File: src/rtl/engine_arb_pkg.sv
// Shared types and constants for the two-requester engine arbiter.
package engine_arb_pkg;

  localparam int unsigned CNT_W         = 3;
  localparam int unsigned MAX_BURST_DEF = 4;

  typedef enum logic [2:0] {
    ST_IDLE  = 3'd0,
    ST_OWNED = 3'd1,
    ST_START = 3'd2,
    ST_BUSY  = 3'd3,
    ST_REL   = 3'd4
  } state_t;

  // One-hot grant/done vector for a requester index.
  function automatic logic [1:0] onehot2(input logic sel);
    return sel ? 2'b10 : 2'b01;
  endfunction

endpackage

File: src/rtl/burst_counter.sv
// Saturating count of engine ops run by the current owner.
//   clk, rst : clock, async active-low reset
//   inc      : count one completed op (holds at MAX)
//   clr      : clear to zero, wins over inc
//   sat      : registered flag, count == MAX
module burst_counter
  import engine_arb_pkg::*;
#(
  parameter int unsigned MAX = MAX_BURST_DEF
) (
  input  logic clk,
  input  logic rst,
  input  logic inc,
  input  logic clr,
  output logic sat
);

  localparam logic [CNT_W-1:0] MAX_C = CNT_W'(MAX);

  logic [CNT_W-1:0] cnt;
  logic [CNT_W-1:0] cnt_nxt;

  // Next count: clear first, otherwise increment only below MAX.
  always_comb begin
    cnt_nxt = cnt;
    if (clr) begin
      cnt_nxt = '0;
    end else if (inc && (cnt != MAX_C)) begin
      cnt_nxt = cnt + CNT_W'(1);
    end
  end

  always_ff @(posedge clk or negedge rst) begin
    if (!rst) begin
      cnt <= '0;
      sat <= 1'b0;
    end else begin
      cnt <= cnt_nxt;
      sat <= (cnt_nxt == MAX_C);
    end
  end

endmodule

File: src/rtl/engine_arbiter.sv
// Arbitrates two requesters for one shared engine with burst fairness.
//   clk, rst  : clock, async active-low reset
//   req       : per-requester level request
//   opStart   : per-requester op launch pulse (honoured only from owner in OWNED)
//   engDone   : engine completion level (honoured only in BUSY)
//   gnt       : one-hot or zero ownership
//   engStart  : one-cycle engine start pulse
//   opDone    : one-cycle completion pulse to owner
//   busy      : op in flight
module engine_arbiter
  import engine_arb_pkg::*;
#(
  parameter int unsigned MAX_BURST = MAX_BURST_DEF
) (
  input  logic       clk,
  input  logic       rst,
  input  logic [1:0] req,
  input  logic [1:0] opStart,
  input  logic       engDone,
  output logic [1:0] gnt,
  output logic       engStart,
  output logic [1:0] opDone,
  output logic       busy
);

  state_t     state, state_nxt;
  logic       owner, owner_nxt;
  logic       last_owner, last_nxt;
  logic       other;
  logic       pref;
  logic       cnt_inc, cnt_clr, sat;
  logic [1:0] gnt_nxt;
  logic [1:0] opdone_nxt;
  logic       engstart_nxt;
  logic       busy_nxt;

  assign other = ~owner;
  assign pref  = ~last_owner;

  burst_counter #(.MAX(MAX_BURST)) u_burst (
    .clk (clk),
    .rst (rst),
    .inc (cnt_inc),
    .clr (cnt_clr),
    .sat (sat)
  );

  // Next state, owner bookkeeping and next registered outputs.
  always_comb begin
    state_nxt  = state;
    owner_nxt  = owner;
    last_nxt   = last_owner;
    cnt_inc    = 1'b0;
    cnt_clr    = 1'b0;
    opdone_nxt = 2'b00;
    case (state)
      ST_IDLE: begin
        if (|req) begin
          // Prefer the requester that did not own last time.
          owner_nxt = req[pref] ? pref : last_owner;
          state_nxt = ST_OWNED;
        end
      end
      ST_OWNED: begin
        if (opStart[owner]) begin
          state_nxt = ST_START;
        end else if (!req[owner]) begin
          state_nxt = ST_REL;
        end else if (sat && req[other]) begin
          state_nxt = ST_REL;
        end
        // Burst used up with nobody waiting: start a fresh burst.
        if (sat && !req[other]) begin
          cnt_clr = 1'b1;
        end
      end
      ST_START: begin
        state_nxt = ST_BUSY;
      end
      ST_BUSY: begin
        if (engDone) begin
          state_nxt  = ST_OWNED;
          cnt_inc    = 1'b1;
          opdone_nxt = onehot2(owner);
        end
      end
      ST_REL: begin
        state_nxt = ST_IDLE;
        last_nxt  = owner;
        cnt_clr   = 1'b1;
      end
      default: begin
        state_nxt = ST_IDLE;
      end
    endcase

    // Moore decode of the upcoming state so the outputs can be registered.
    gnt_nxt      = 2'b00;
    engstart_nxt = (state_nxt == ST_START);
    busy_nxt     = (state_nxt == ST_START) || (state_nxt == ST_BUSY);
    if ((state_nxt == ST_OWNED) || busy_nxt) begin
      gnt_nxt = onehot2(owner_nxt);
    end
  end

  // State, owner history and registered outputs.
  always_ff @(posedge clk or negedge rst) begin
    if (!rst) begin
      state      <= ST_IDLE;
      owner      <= 1'b0;
      last_owner <= 1'b1;
      gnt        <= 2'b00;
      engStart   <= 1'b0;
      opDone     <= 2'b00;
      busy       <= 1'b0;
    end else begin
      state      <= state_nxt;
      owner      <= owner_nxt;
      last_owner <= last_nxt;
      gnt        <= gnt_nxt;
      engStart   <= engstart_nxt;
      opDone     <= opdone_nxt;
      busy       <= busy_nxt;
    end
  end

endmodule

File: config.mk
export PLATFORM = sky130hd
export DESIGN_NAME = engine_arbiter
export DESIGN_NICKNAME = d
export VERILOG_FILES = /design/src/rtl/engine_arb_pkg.sv /design/src/rtl/burst_counter.sv /design/src/rtl/engine_arbiter.sv
export SDC_FILE = /design/constraint.sdc
export NUM_CORES = 1
export LEC_CHECK = 0
export ABC_AREA = 0
export CORE_AREA = 8 8 45 47
export CTS_CLUSTER_SIZE = 12
export DETAILED_ROUTE_END_ITERATION = 10
export DIE_AREA = 0 0 53 55
export DONT_BUFFER_PORTS = 1
export PLACE_DENSITY = 0.74
export SLEW_MARGIN = 25
export SYNTH_ARGS = -nofsm -noshare
export SYNTH_HDL_FRONTEND = slang
export SYNTH_HIERARCHICAL = 1
export SYNTH_SLANG_ARGS = --single-unit
File: constraint.sdc
create_clock -name clk -period 2.5 [get_ports clk]
set_clock_uncertainty 0.05 [all_clocks]
set_input_delay 0.375 -clock clk [delete_from_list [all_inputs] [get_ports clk]]
set_output_delay 0.375 -clock clk [all_outputs]
set_load 0.02 [all_outputs]
==> reports/qor.txt <==
Pwr Density - 1216 nW/um2
Setup CP Type - reg -> reg
PostCTS Resize Cnt - 0
Initial core utilization - 57.32%
Largest delay share family, worst path - simple AND/OR/NAND/NOR gates
Largest net degree at the start of global routing - 16
Number of clock sinks - 15
I/O Buffers - 0
CTS Buf Count - 3
Antenna violations before repair - 0
TNS Setup - 0 ps
Hpwl dp - 1202 um
Die height - 55 um
Highest clock rate - 587.2 MHz
# IOs - 13
Fin crit period - 1703 ps
CP max stage cell - dfrtp_1
Die width - 53 um
Worst Path Required - 2600 ps
Setup Buffers After CTS - 0
Area growth syn-to-layout - 6.151%
Total grt overflow - 0
Drt initial violations - 13
Synth cell types - 32
Max-slew headroom - 57.05%
Cell row count - 14
Crit-path max cell delay - 510 ps
#FFs+latches synth - 15
Ys Warns - 6
Hold Fails Final Rpt - 0
Clock transition at the registers of the reported paths - 80 ps
Share of the synthesized area in the top cell type - 44.16%
Total track usage - 11.44%
Total Nets Final - 86
Hold WC Path Type - in -> reg
CTS Root Cell - clkbuf_4
Via/cell ratio - 5.783
RSZ-0062 raised after global routing - false
First-pass DRT Iterations - 4
Peak supply drop - 0.6906 mV
Tightest Pin Transition - 642.1 ps
Final Max Tran Viols - 0
TritonCTS clock tree - done
Clock Latency Late Sink - 270 ps
Synth area leaders - dfrtp_1 44%, nor2_1 4.3%, mux2i_1 3.8%
WL per Instance - 16.58 um
Crit-path max FO - 11
Synthesized Nets - 82
Crit start category - flip-flop
Seq/Total Area, Yosys - 47.48%
Final period util - 68.12%
Final wirelength - 1525 um
Yosys top cell by area - dfrtp_1
DRC - 0
Post-route cell area - 842.1 um2
Via count - 532
Leakage power - 0.0003813 uW
Share of cells above drive strength 1 - 15.79%
Diode count - 0
Antenna-violating nets left - 0
Number of global-route vias before repair - 539
Crit path DAT - 1800 ps
Cell count after synthesis - 73
Cell Chain, Critical Path - nor2b_1 > and3_1 > a21boi_2 > mux2i_1 > nor2_1
Clk buf depth - 2
Outcome - completed
Worst Path Buf+Inv - 0
H-Tree Depth - 1
Max-Cap Viols - 0
Setup Viol. Count Final - 0
CP endpoint kind - flip-flop
DIE AREA - 2915 um2
Post-synthesis cell area - 793.3 um2
Routability congestion estimate from global placement - 0.8403
First-pass GRT wire length - 2539 um
Synth Area per Inst - 10.87 um2
Placement-stage cell area - 805.8 um2
Placeable Area - 1384 um2
[state kept, by name, indices dropped and copies added, names as in the netlist]
signal       flops
busy             1
state            3
u_burst/cnt      3
opDone           2
owner            1
last_owner       1
gnt              2
u_burst/sat      1
engStart         1
[metrics by stage]
step                      hold WS, ps  power [uW]  cells  worst slack [ps]  utilization (%)
after floorplan                 29.41       804.9     73             918.7                -
after global placement          29.98       872.3     87             892.8            58.23
after detailed placement        30.15       889.9     87             811.4            58.23
after CTS                       184.4        1027     92             798.0            60.85
after global routing            174.1        1096     92             677.1            60.85
final                           181.3        1024     92             797.1            60.85
[cell usage in the layout, fill, tap and decap left out, types with 2 or more instances in the layout]
cell      synthesis  layout
nor3_1            6       6
inv_1             3       3
o21a_1            2       2
nand2b_1          3       3
o32ai_1           2       2
ha_1              2       2
a21oi_1           2       2
clkbuf_4          0       3
dfrtp_1          14      14
nor2_1            9       9
nand2_1           3       3
nor3b_2           2       2
and2_1            2       2
mux2i_1           3       3
[worst reg2reg max path, cell delays in order, from the launching register on]
cell	delay, ps
dfrtp_1	510
nor2b_1	250
and3_1	250
a21boi_2	260
mux2i_1	210
nor2_1	60
[cell families after synthesis]
logic type / share of synthesized area (%)
simple gates: 25.24
compound gates: 15.46
xor+xnor: 1.104
buf+inv: 2.366
flops: 47.48
mux: 5.205
fa+ha+maj: 3.154
[power by group]
group	leakage [uW]	switching, uW	internal [uW]	total (uW)
clock network	0.0000150	69.5	61.7	131
registers	0.000187	163	350	512
logic	0.000179	191	189	380
total	0.000381	423	601	1020
[metal layers]
| layer | vias to the layer above | track usage [%] | share of wire [%] |
|---|---|---|---|
| li1 | 266 | - | - |
| met1 | 254 | 13.22 | 43 |
| met2 | 12 | 20.90 | 52 |
| met3 | 0 | 2.674 | 5.0 |
| met4 | 0 | 2.586 | 0 |
| met5 | - | 0 | 0 |
[worst paths after layout]
check	startpoint	end	slack [ps]	cells after the start
max in group asynchronous	rst	opDone[0]	1480	1
max reg2reg	state[2]	u_burst/cnt[1]	800	5
min reg2reg	u_burst/cnt[1]	u_burst/cnt[1]	560	2
min in group asynchronous	rst	owner	510	1
max	state[2]	u_burst/cnt[1]	800	5
min	req[0]	owner	180	1
[Yosys cell counts (all sizes together)]
master / number
dfrtp: 14
nor2: 9
nor3: 7
a21boi: 3
inv: 3
mux2i: 3
nand2: 3
nand2b: 3
a21oi: 2
and2: 2
clkbuf: 2
ha: 2
nor3b: 2
o21a: 2
o32ai: 2
or4b: 2
a21o: 1
a2bb2oi: 1
a32oi: 1
and3: 1
and4b: 1
dfstp: 1
mux2: 1
nand3: 1
nor2b: 1
o21ba: 1
or2b: 1
xnor2: 1
[what timing repair did]
action                                  4_1_cts  5_1_grt
hold buffers                                  1        0
endpoints found under the setup margin        0        0
endpoints found under the hold margin        15        0
[final cells by class]
cell class                 instances  area [um2]
fill                             121       541.8
multi-input combinational         53       397.9
sequential                        15       376.6
clock buffer                       4       26.28
tap                               16       20.02
inverter                           3       11.26
timing repair buffer               1       10.01
No activity file was read; power rests on OpenSTA's default activity.
